`src/rtl/alu_wide_seq.sv`:
```
// alu_wide_seq
//   Sequences one 32-bit request through a 16-bit combinational ALU in two
//   passes: the low half first, then the high half with the carry out of the
//   low half. The two partial results are merged into one 32-bit response.
//
//   State table
//     IDLE | waiting for a request, req_ready=1, ALU inputs parked
//     LO   | ALU computes the low half; low result, zero flag and carry captured
//     HI   | ALU computes the high half; response assembled at end of cycle
//     DONE | response held with resp_valid=1 until resp_ready
//
//   Ports
//     clk, rst                 clock, synchronous active-high reset
//     req_valid/req_ready      request handshake; req_op, req_sign, req_a, req_b
//     resp_valid/resp_ready    response handshake; resp_data, resp_ofl, resp_zero
//     alu_InA..alu_Oper        drive to the external ALU
//     alu_Out, alu_Ofl, alu_Zero  same-cycle results from the external ALU
module alu_wide_seq #(
  parameter int HALF_W = 16,
  parameter logic [2:0] OPER_ADD = 3'b100,
  parameter logic [2:0] OPER_AND = 3'b101,
  parameter logic [2:0] OPER_XOR = 3'b111
) (
  input  logic                  clk,
  input  logic                  rst,
  input  logic                  req_valid,
  output logic                  req_ready,
  input  logic [1:0]            req_op,
  input  logic                  req_sign,
  input  logic [2*HALF_W-1:0]   req_a,
  input  logic [2*HALF_W-1:0]   req_b,
  output logic                  resp_valid,
  input  logic                  resp_ready,
  output logic [2*HALF_W-1:0]   resp_data,
  output logic                  resp_ofl,
  output logic                  resp_zero,
  output logic [HALF_W-1:0]     alu_InA,
  output logic [HALF_W-1:0]     alu_InB,
  output logic                  alu_Cin,
  output logic                  alu_invA,
  output logic                  alu_invB,
  output logic                  alu_sign,
  output logic [2:0]            alu_Oper,
  input  logic [HALF_W-1:0]     alu_Out,
  input  logic                  alu_Ofl,
  input  logic                  alu_Zero
);

  localparam int W = 2 * HALF_W;

  typedef enum logic [1:0] {
    IDLE = 2'd0,
    LO   = 2'd1,
    HI   = 2'd2,
    DONE = 2'd3
  } state_t;

  state_t            state;
  logic [W-1:0]      a_reg;
  logic [W-1:0]      b_reg;
  logic [1:0]        op_reg;
  logic              sign_reg;
  logic [HALF_W-1:0] lo_reg;
  logic              lo_zero_reg;
  logic              carry_reg;

  logic              is_arith;
  logic              is_sub;
  logic [2:0]        op_oper;
  logic              lo_carry;

  assign is_arith = ~op_reg[1];
  assign is_sub   = (op_reg == 2'b01);
  assign op_oper  = is_arith ? OPER_ADD : (op_reg[0] ? OPER_XOR : OPER_AND);

  // Carry out of a + b' + cin, recovered from the 16-bit sum alone: the sum
  // wrapped iff it fell below a, or landed exactly on a with cin set (b'=all ones).
  assign lo_carry = (alu_Out < a_reg[HALF_W-1:0]) |
                    (alu_Cin & (alu_Out == a_reg[HALF_W-1:0]));

  always_comb begin
    alu_InA  = '0;
    alu_InB  = '0;
    alu_Cin  = 1'b0;
    alu_invA = 1'b0;
    alu_invB = 1'b0;
    alu_sign = 1'b0;
    alu_Oper = OPER_ADD;
    case (state)
      LO: begin
        alu_InA  = a_reg[HALF_W-1:0];
        alu_InB  = b_reg[HALF_W-1:0];
        alu_invB = is_sub;
        alu_Cin  = is_sub;
        alu_Oper = op_oper;
      end
      HI: begin
        alu_InA  = a_reg[W-1:HALF_W];
        alu_InB  = b_reg[W-1:HALF_W];
        alu_invB = is_sub;
        alu_Cin  = is_arith & carry_reg;
        alu_sign = sign_reg;
        alu_Oper = op_oper;
      end
      default: ;
    endcase
  end

  always_ff @(posedge clk) begin
    if (rst) begin
      state       <= IDLE;
      req_ready   <= 1'b1;
      resp_valid  <= 1'b0;
      resp_data   <= '0;
      resp_ofl    <= 1'b0;
      resp_zero   <= 1'b0;
      a_reg       <= '0;
      b_reg       <= '0;
      op_reg      <= 2'b00;
      sign_reg    <= 1'b0;
      lo_reg      <= '0;
      lo_zero_reg <= 1'b0;
      carry_reg   <= 1'b0;
    end else begin
      case (state)
        IDLE: begin
          if (req_valid) begin
            a_reg     <= req_a;
            b_reg     <= req_b;
            op_reg    <= req_op;
            sign_reg  <= req_sign;
            req_ready <= 1'b0;
            state     <= LO;
          end
        end
        LO: begin
          lo_reg      <= alu_Out;
          lo_zero_reg <= alu_Zero;
          carry_reg   <= lo_carry;
          state       <= HI;
        end
        HI: begin
          resp_data  <= {alu_Out, lo_reg};
          resp_ofl   <= is_arith & alu_Ofl;
          resp_zero  <= alu_Zero & lo_zero_reg;
          resp_valid <= 1'b1;
          state      <= DONE;
        end
        DONE: begin
          // Always return through IDLE so a new request is never taken here.
          if (resp_ready) begin
            resp_valid <= 1'b0;
            req_ready  <= 1'b1;
            state      <= IDLE;
          end
        end
        default: state <= IDLE;
      endcase
    end
  end

endmodule

```
`config.mk`:
```
export PLATFORM = sky130hd
export DESIGN_NAME = alu_wide_seq
export DESIGN_NICKNAME = d
export VERILOG_FILES = /design/src/rtl/alu_wide_seq.sv
export SDC_FILE = /design/constraint.sdc
export NUM_CORES = 1
export LEC_CHECK = 0
export CORE_MARGIN = 2
export CORE_UTILIZATION = 50
export CTS_CLUSTER_SIZE = 40
export DETAILED_ROUTE_END_ITERATION = 8
export HOLD_SLACK_MARGIN = 0.05
export PLACE_DENSITY = 0.89
export RECOVER_POWER = 100
export SLEW_MARGIN = 20
export SYNTH_ARGS = -nofsm -noshare
export SYNTH_HDL_FRONTEND = slang
export SYNTH_SLANG_ARGS = --single-unit
export TNS_END_PERCENT = 20
```
`constraint.sdc`:
```
create_clock -name clk -period 4.7 [get_ports clk]
set_input_delay 0.94 -clock clk [delete_from_list [all_inputs] [get_ports clk]]
set_output_delay 0.94 -clock clk [all_outputs]
set_load 0.02 [all_outputs]
```
**Word-level counts from Yosys, hierarchy flattened**

Cells that the tools add are included.

- Register bits after elaboration: 123
- Latch bits: 0
- RAM bits: 0
- ROM bits: 0
- Bits of input ports: 89
- Output and inout bits: 75
- Word-level logic and storage cells: 51
- Memories: 0

- $add $sub $neg: 0
- $mul: 0
- Divide/modulo/power cells: 0
- Order comparisons: 1
- Equal/unequal tests: 7
- Shifts and indexed selects: 0
- Mux-type cells: 16
- Bitwise logic cells: 6
- Reductions and logical operators: 8

Operator list:

| kind | number |
|---|---|
| $pmux 16 s2 | 2 |
| $eq 16x16->1 | 1 |
| $lt 16x16->1 | 1 |
| $mux 2 | 5 |
| $pmux 2 s4 | 1 |
| $pmux 1 s2 | 3 |
| $reduce_and 2->1 | 3 |
| $mux 1 | 5 |
| $and 1x1->1 | 4 |
| $eq 2x1->1 const B | 2 |
| $eq 2x2->1 const B | 2 |
| $ne 2x2->1 const B | 2 |
| $reduce_bool 2->1 | 2 |
| $reduce_and 3->1 | 1 |
| $logic_not 2->1 | 1 |
| $reduce_or 2->1 | 1 |
| $not 1->1 | 1 |
| $or 1x1->1 | 1 |

**Depth between registers and ports, before layout**

Gate-level depths: netlist (run 1).

- Word-level depth: 5
- Depth in mapped cells: 8
- Gate-level depth less buffers: 6

**Worst setup path after synthesis (run 1)**

Ideal clock, no wire load.

- Path kind: reg2out
- From: register state[0]
- To: output port alu_Cin
- Data arrival time: 1.514 ns
- Data required time: 3.760 ns
- Path slack: 2.246 ns
- Cell stages (with the launch flop): 5
- Buffers on the path: 1
- Path through: dfxtp_1 > inv_1 > ha_1 > clkbuf_1 > nor3b_1

- Longest elaborated chain between the ends: 2
- Elaborated cells between the ends (all ways): 3
- Classes of those cells: 2 x eq/ne; 1 x mux

Ends and longest elaborated chain:

| item | RTL line | text |
|---|---|---|
| start, declared | 58 | `state_t state;` |
| start signal, assigned | 111 | `state <= IDLE;` |
| start signal, assigned | 133 | `state <= LO;` |
| start signal, assigned | 140 | `state <= HI;` |
| $eq 2x2->1 or $eq 2x1->1 (tied branches) | 89 | `case (state)` |
| $pmux 1 s2 * | 89 |  |
| end, declared | 39 | `output logic alu_Cin,` |

Mark *: on every way between the ends. The rest lies on a longest branch, timed or not.

**Final worst setup path (run 1)**

- From: register state[1]
- To: output port alu_Cin

Same word-level chain as after synthesis.

==> impl_results.md, run 1 <==
* Status: finished, violations left
* Failing checks: capacitance limit, slew limit
* Syn avg cell area at between 8 and 9 um2
* First-pass detailed-route iteration total at 5
* GR Overflow Total at 0
* Final setup TNS at 0 ns
* Reg2reg start: state[1]
* Fin nets at approximately 880
* Hold buffers post-CTS at 0
* Ys flop type: dfxtp_1
* Setup violators final at 0
* Diodes inserted at 0
* Core Area at approximately 10,000 um2
* Residual DRC count at 0
* Worst reg-to-reg path cell count at 7
* Die area at approximately 11,000 um2
* CTS H-Tree Depth at 4
* Area Overhead vs Synth at 40.5%
* Share of the synthesized area in the top cell type at 0.463
* Number of DRC markers in iteration 0 at a little under 300
* Critical Path AT at 3.14 ns
* Vias per cell at 5.35
* Crit share post-route at 0.867
* Ys Warns at 0
* Post-layout util at 0.725
* Post-CTS Setup Repair Bufs at 0
* Final ANT Viol Nets at 0
* Finished Cell Area at around 7500 um2
* Synth cell types at 34
* Worst slack, placed at 1.28 ns
* Final hold viol count at 0
* Post-layout min period at a little over 4 ns
* Row cnt at 37
* Startpoint of the worst hold path: a_reg[19]
* Final WS setup at approximately 0.62 ns
* Synthesized flop and latch total at 123
* DR WL/cell at around 16 um
* Share of layout cells above drive strength 1 at 0.0476
* CTS clk-pin slew, worst paths at 0.06 ns
* Power density cells at 518 nW/um2
* Reg2Reg Setup Slack at ~1.7 ns
* Hold crit path type: flip-flop to flip-flop
* Synth cell count leaders: nand2_1 (139), dfxtp_1 (123), a21oi_1 (77)
* RePlAce Congestion at roughly 0.85
* Layout Skew at roughly 0.0052 ns
* Reg-to-reg endpoint: carry_reg
* First-pass GRT wire length at roughly 24,000 um
* Leak at about 3 nW
* IO Count at 164
* WL final at roughly 15,000 um
* Final Max Slew Viols at 94
* Largest net degree at the start of global routing at just over 80
* Share of the yosys chip area belonging to registers at 0.463
* CTS max path bufs at 2
* Kind of critical path: flip-flop to primary output
* Post-synth ARST share at 0
* Mapped Cells at about 630
* CTS tree: done
* Crit. End Element: primary output
* Die Y at 107 um
* End of the worst hold path: a_reg[19]
* GRT Util Overall at 0.267
* Port bufs at 161
* Worst-path fanout max at 37
* Die X at between 100 and 150 um
* Total CTS buffers at 17
* CTS sink count at approximately 120
* Syn Nets at 741
* Post-Synthesis Cell Area at roughly 5300 um2
* Antenna violations before repair at 0
* Fillers at 758
* CTS root buf: clkbuf_8
* HPWL Detailed at ~10,000 um
* Peak Freq at 245 MHz
* Initial Util at 0.516
* Post-synth EDFFs at 0
* Peak VDD IR at 0.259 mV
* Hold Path Depth at 2
* Slew @ Worst Pin at between 2 and 2.5 ns
* Placed inst area at approximately 6900 um2
* Clock latency on the worst-skew pair at 0.52 ns
* Most instantiated library cell after synthesis: nand2_1
* Max-Slew Margin vs Limit at -0.458
* Startpoint Class: flip-flop
* PostCTS Resize Cnt at 0
* CP required at between 3 and 4 ns
* RSZ-0062 raised after global routing: false
* Max Cap Violations at 2
* Dominant cell type by area after synthesis: dfxtp_1
* Vias in the first global route at 5,066
* Largest cells by area after synthesis: dfxtp_1 (46%), nand2_1 (9.8%), mux2i_1 (9.4%)
* Via count at about 4,900
## worst max-delay path: stages, from the launching register on
cell and delay, ns:
dfxtp_1 0.42, inv_1 0.12, ha_1 0.94, nor3b_1 0.40, dlygate4sd3_1 0.74
## report_power, final
part / leakage (nW) / switching [mW] / internal [mW]
registers: 1.00 / 0.117 / 1.23
logic: 1.67 / 0.744 / 0.537
clock network: 0.263 / 0.480 / 0.770
## layer usage
metal	global-route usage	up-vias	share of wire	wire length, um
met4	0.111	0	0.026	387
met2	0.474	178	0.51	7680
met1	0.292	2321	0.40	6010
li1	-	2362	-	-
met5	0	-	0	0
met3	0.0839	30	0.063	952
## worst max path at each step
stage | start | end | slack, ns | cells past startpoint
detailed placement | state[1] | alu_Cin | 1.28 | 4
global placement | state[1] | alu_Cin | 1.40 | 4
finish | state[1] | alu_Cin | 0.62 | 4
floorplan | state[0] | alu_Cin | 2.25 | 4
CTS | state[1] | alu_Cin | 0.68 | 4
global route | state[1] | alu_Cin | 0.46 | 4
## metrics by stage
| step | total power [mW] | hold WS, ns | cells |
|---|---|---|---|
| 4_1_cts | 3.91 | 0.454 | 914 |
| 3_5_place_dp | 2.64 | 0.447 | 882 |
| 6_report | 3.87 | 0.454 | 914 |
| 2_1_floorplan | 2.24 | 0.432 | 631 |
| 3_3_place_gp | 2.58 | 0.440 | 882 |
| 5_1_grt | 4.07 | 0.475 | 914 |
## cells in the final DEF (no fill, tap or decap), drive strengths merged, types with 3 or more instances in the layout
cell type / count
nor2: 54
clkinv: 4
nand2b: 3
clkbuf: 21
dlygate4sd3: 74
nand2: 139
a21oi: 77
nor2b: 35
clkdlybuf4s50: 86
dfxtp: 123
ha: 21
mux2i: 50
a22oi: 33
clkinvlp: 6
nand4: 3
and2: 3
inv: 21
## final cells by class
| class | count | area [um2] | area share |
|---|---|---|---|
| multi-input cells | 439 | 2570 | 0.344 |
| flip-flops and latches | 123 | 2460 | 0.329 |
| repair buffers | 164 | 1620 | 0.217 |
| clock buffers | 19 | 432 | 0.0577 |
| well taps | 136 | 170 | 0.0228 |
| clock inverters | 13 | 145 | 0.0194 |
| inverters | 20 | 75.1 | 0.0100 |
## logic make-up after synthesis
group / Yosys count / share of synthesized area
other: 2 / 0.00141
flip-flops: 123 / 0.463
multiplexers: 50 / 0.0940
AND/OR/NAND/NOR: 244 / 0.196
buffers and inverters: 69 / 0.0567
AO/OA/AOI/OAI: 122 / 0.140
adder cells (fa/ha/maj): 21 / 0.0494
(Power assumes the default switching activity.)
==> run 2: changes to the inputs <==
--- a/config.mk
+++ b/config.mk
@@ -6,11 +6,11 @@
 export NUM_CORES = 1
 export LEC_CHECK = 0
 export CORE_MARGIN = 2
-export CORE_UTILIZATION = 50
+export CORE_UTILIZATION = 45
 export CTS_CLUSTER_SIZE = 40
 export DETAILED_ROUTE_END_ITERATION = 8
 export HOLD_SLACK_MARGIN = 0.05
-export PLACE_DENSITY = 0.89
+export PLACE_DENSITY = 0.81
 export RECOVER_POWER = 100
 export SLEW_MARGIN = 20
 export SYNTH_ARGS = -nofsm -noshare
==> impl_results.md, run 2 (synthesis gave the netlist of run 1 again) <==
* Peak Freq at 240 MHz (was 245 MHz)
* WL final at 14,400 um (was 15,000 um)
* Via count at 4,814 (was 4,891)
* Hold buffers post-CTS at 0 (unchanged)
* First-pass GRT wire length at 23,300 um (was 23,900 um)
* PostCTS Resize Cnt at 0 (unchanged)
* CTS tree: done (unchanged)
* Worst path slowest cell: ha_1 (unchanged)
* CTS clk-pin slew, worst paths at 0.05 ns (was 0.06 ns)
* Crit. End Element: primary output (unchanged)
* Overall power at 3.89 mW (was 3.87 mW)
* Die area at 12,700 um2 (was 11,500 um2)
* Die X at 113 um (was 107 um)
* Crit path buffers/inverters at 2 (unchanged)
* Port bufs at 161 (unchanged)
* Number of DRC markers in iteration 0 at 277 (was 290)
* Vias per cell at 5.24 (was 5.35)
* Met3 routed WL at 930 um (was 952 um)
* Max-Slew Margin vs Limit at -1.40 (was -0.458)
* GR Overflow Total at 0 (unchanged)
* WL met2 at 6970 um (was 7680 um)
* Core Area at 11,500 um2 (was 10,300 um2)
* Commonest non-fill, non-tap cell in the layout: nand2_1 (unchanged)
* DR WL/cell at 15.7 um (was 16.4 um)
* Tightest hold margin at 0.453 ns (was 0.454 ns)
* Post-CTS Setup Repair Bufs at 0 (unchanged)
* CTS sink count at 123 (unchanged)
* Final Max Slew Viols at 180 (was 94)
* Post-layout util at 0.653 (was 0.725)
* HPWL Detailed at 9690 um (was 10,000 um)
* CP cell instances: inv_1 > ha_1 > a22oi_1 > nor3b_1 > clkdlybuf4s50_1 (was inv_1 > ha_1 > nor3b_1 > dlygate4sd3_1)
* Power density cells at 519 nW/um2 (was 518 nW/um2)
* Top Family by Delay on Critical Path: adder cells (unchanged)
* Peak VDD IR at 0.316 mV (was 0.259 mV)
* Residual DRC count at 0 (unchanged)
* Setup violators final at 0 (unchanged)
* Uppermost routed layer: met4 (unchanged)
* Row cnt at 39 (was 37)
* CP peak stage delay at 1.16 ns (was 0.94 ns)
* Share of layout cells above drive strength 1 at 0.0438 (was 0.0476)
* Total CTS buffers at 17 (unchanged)
* Die Y at 113 um (was 107 um)
* Leak at 2.96 nW (was 2.94 nW)
* Hold crit path type: flip-flop to flip-flop (unchanged)
* Final ANT Viol Nets at 0 (unchanged)
* Final setup TNS at 0 ns (unchanged)
* Startpoint Class: flip-flop (unchanged)
* RePlAce Congestion at 0.824 (was 0.853)
* Area Overhead vs Synth at 40.8% (was 40.5%)
* M1 wire length at 6140 um (was 6010 um)
* GRT Util Overall at 0.228 (was 0.267)
* Critical Path AT at 3.22 ns (was 3.14 ns)
* RSZ-0062 raised after global routing: false (unchanged)
* CTS H-Tree Depth at 4 (unchanged)
* CP required at 3.76 ns (about the same)
* Fillers at 937 (was 758)
* Final hold viol count at 0 (unchanged)
* Max Cap Violations at 3 (was 2)
* IO Count at 164 (unchanged)
* CTS max path bufs at 2 (unchanged)
* Initial Util at 0.464 (was 0.516)
* Placed inst area at 6930 um2 (was 6920 um2)
* Post-layout min period at 4.16 ns (was 4.08 ns)
* Status: finished, violations left (unchanged)
* Largest net degree at the start of global routing at 87 (was 83)
* Antenna violations before repair at 0 (unchanged)
* Vias in the first global route at 4,834 (was 5,066)
* Fin nets at 875 (unchanged)
* Layout Skew at 0.0126 ns (was 0.00521 ns)
* Kind of critical path: flip-flop to primary output (unchanged)
* Finished Cell Area at 7490 um2 (was 7480 um2)
* Clock latency on the worst-skew pair at 0.41 ns (was 0.52 ns)
* Crit share post-route at 0.886 (was 0.867)
* Failing checks: capacitance limit, slew limit (unchanged)
* Slew @ Worst Pin at 3.60 ns (was 2.18 ns)
* First-pass detailed-route iteration total at 5 (unchanged)
* Worst-path fanout max at 36 (was 37)
* CTS root buf: clkbuf_16 (was clkbuf_8)
* Diodes inserted at 0 (unchanged)
* Most frequent cells in the layout: nand2_1 (138), dfxtp_1 (123), clkdlybuf4s50_1 (87), a21oi_1 (77), dlygate4sd3_1 (73) (was nand2_1 (139), dfxtp_1 (123), clkdlybuf4s50_1 (86), a21oi_1 (77), dlygate4sd3_1 (74))
## run 2: cell count changes in the layout (fill, tap and decap cells not counted), moves of 2 or more
| cell | delta |
|---|---|
| clkinvlp_4 | -5 |
| clkinv_2 | +4 |
| clkinv_4 | -3 |
| clkbuf_8 | +2 |
## run 2: final timing paths
path | from | to | slack [ns] | depth (start not counted)
worst max register to register | state[1] | lo_reg[6] | 1.44 | 5
worst min register to register | b_reg[25] | b_reg[25] | 0.45 | 2
worst min-delay path | b_reg[25] | b_reg[25] | 0.45 | 2
worst max-delay path | state[1] | alu_Cin | 0.54 | 5
## run 2: tightest hold or removal path, stage by stage, from the launching register on
cell     delay (ns)
dfxtp_1        0.30
nand2_1        0.05
a21oi_1        0.05
## run 2: through the flow
step           cells  worst slack, ns
2_1_floorplan    631             2.25
3_3_place_gp     889             1.39
3_5_place_dp     889             1.22
4_1_cts          919            0.785
5_1_grt          919            0.378
6_report         919            0.536
## run 2: cell type report
class	instances	area, um2	share of cell area
clock inverter	8	92.6	0.0124
tap	143	179	0.0239
inverter	20	75.1	0.0100
timing repair buffer	164	1620	0.216
sequential	123	2460	0.329
multi-input combinational	439	2580	0.344
clock buffer	22	484	0.0646
## run 2: metal layers
metal,vias to the layer above,GRT usage
li1,2364,-
met1,2236,0.284
met2,186,0.374
met3,28,0.0541
met4,0,0.107
met5,-,0
## run 2: report_power, final
part / internal (mW) / switching (mW) / total [mW]
Clock: 0.825 / 0.436 / 1.26
Sequential: 1.23 / 0.114 / 1.34
Combinational: 0.546 / 0.738 / 1.28
Total: 2.60 / 1.29 / 3.89
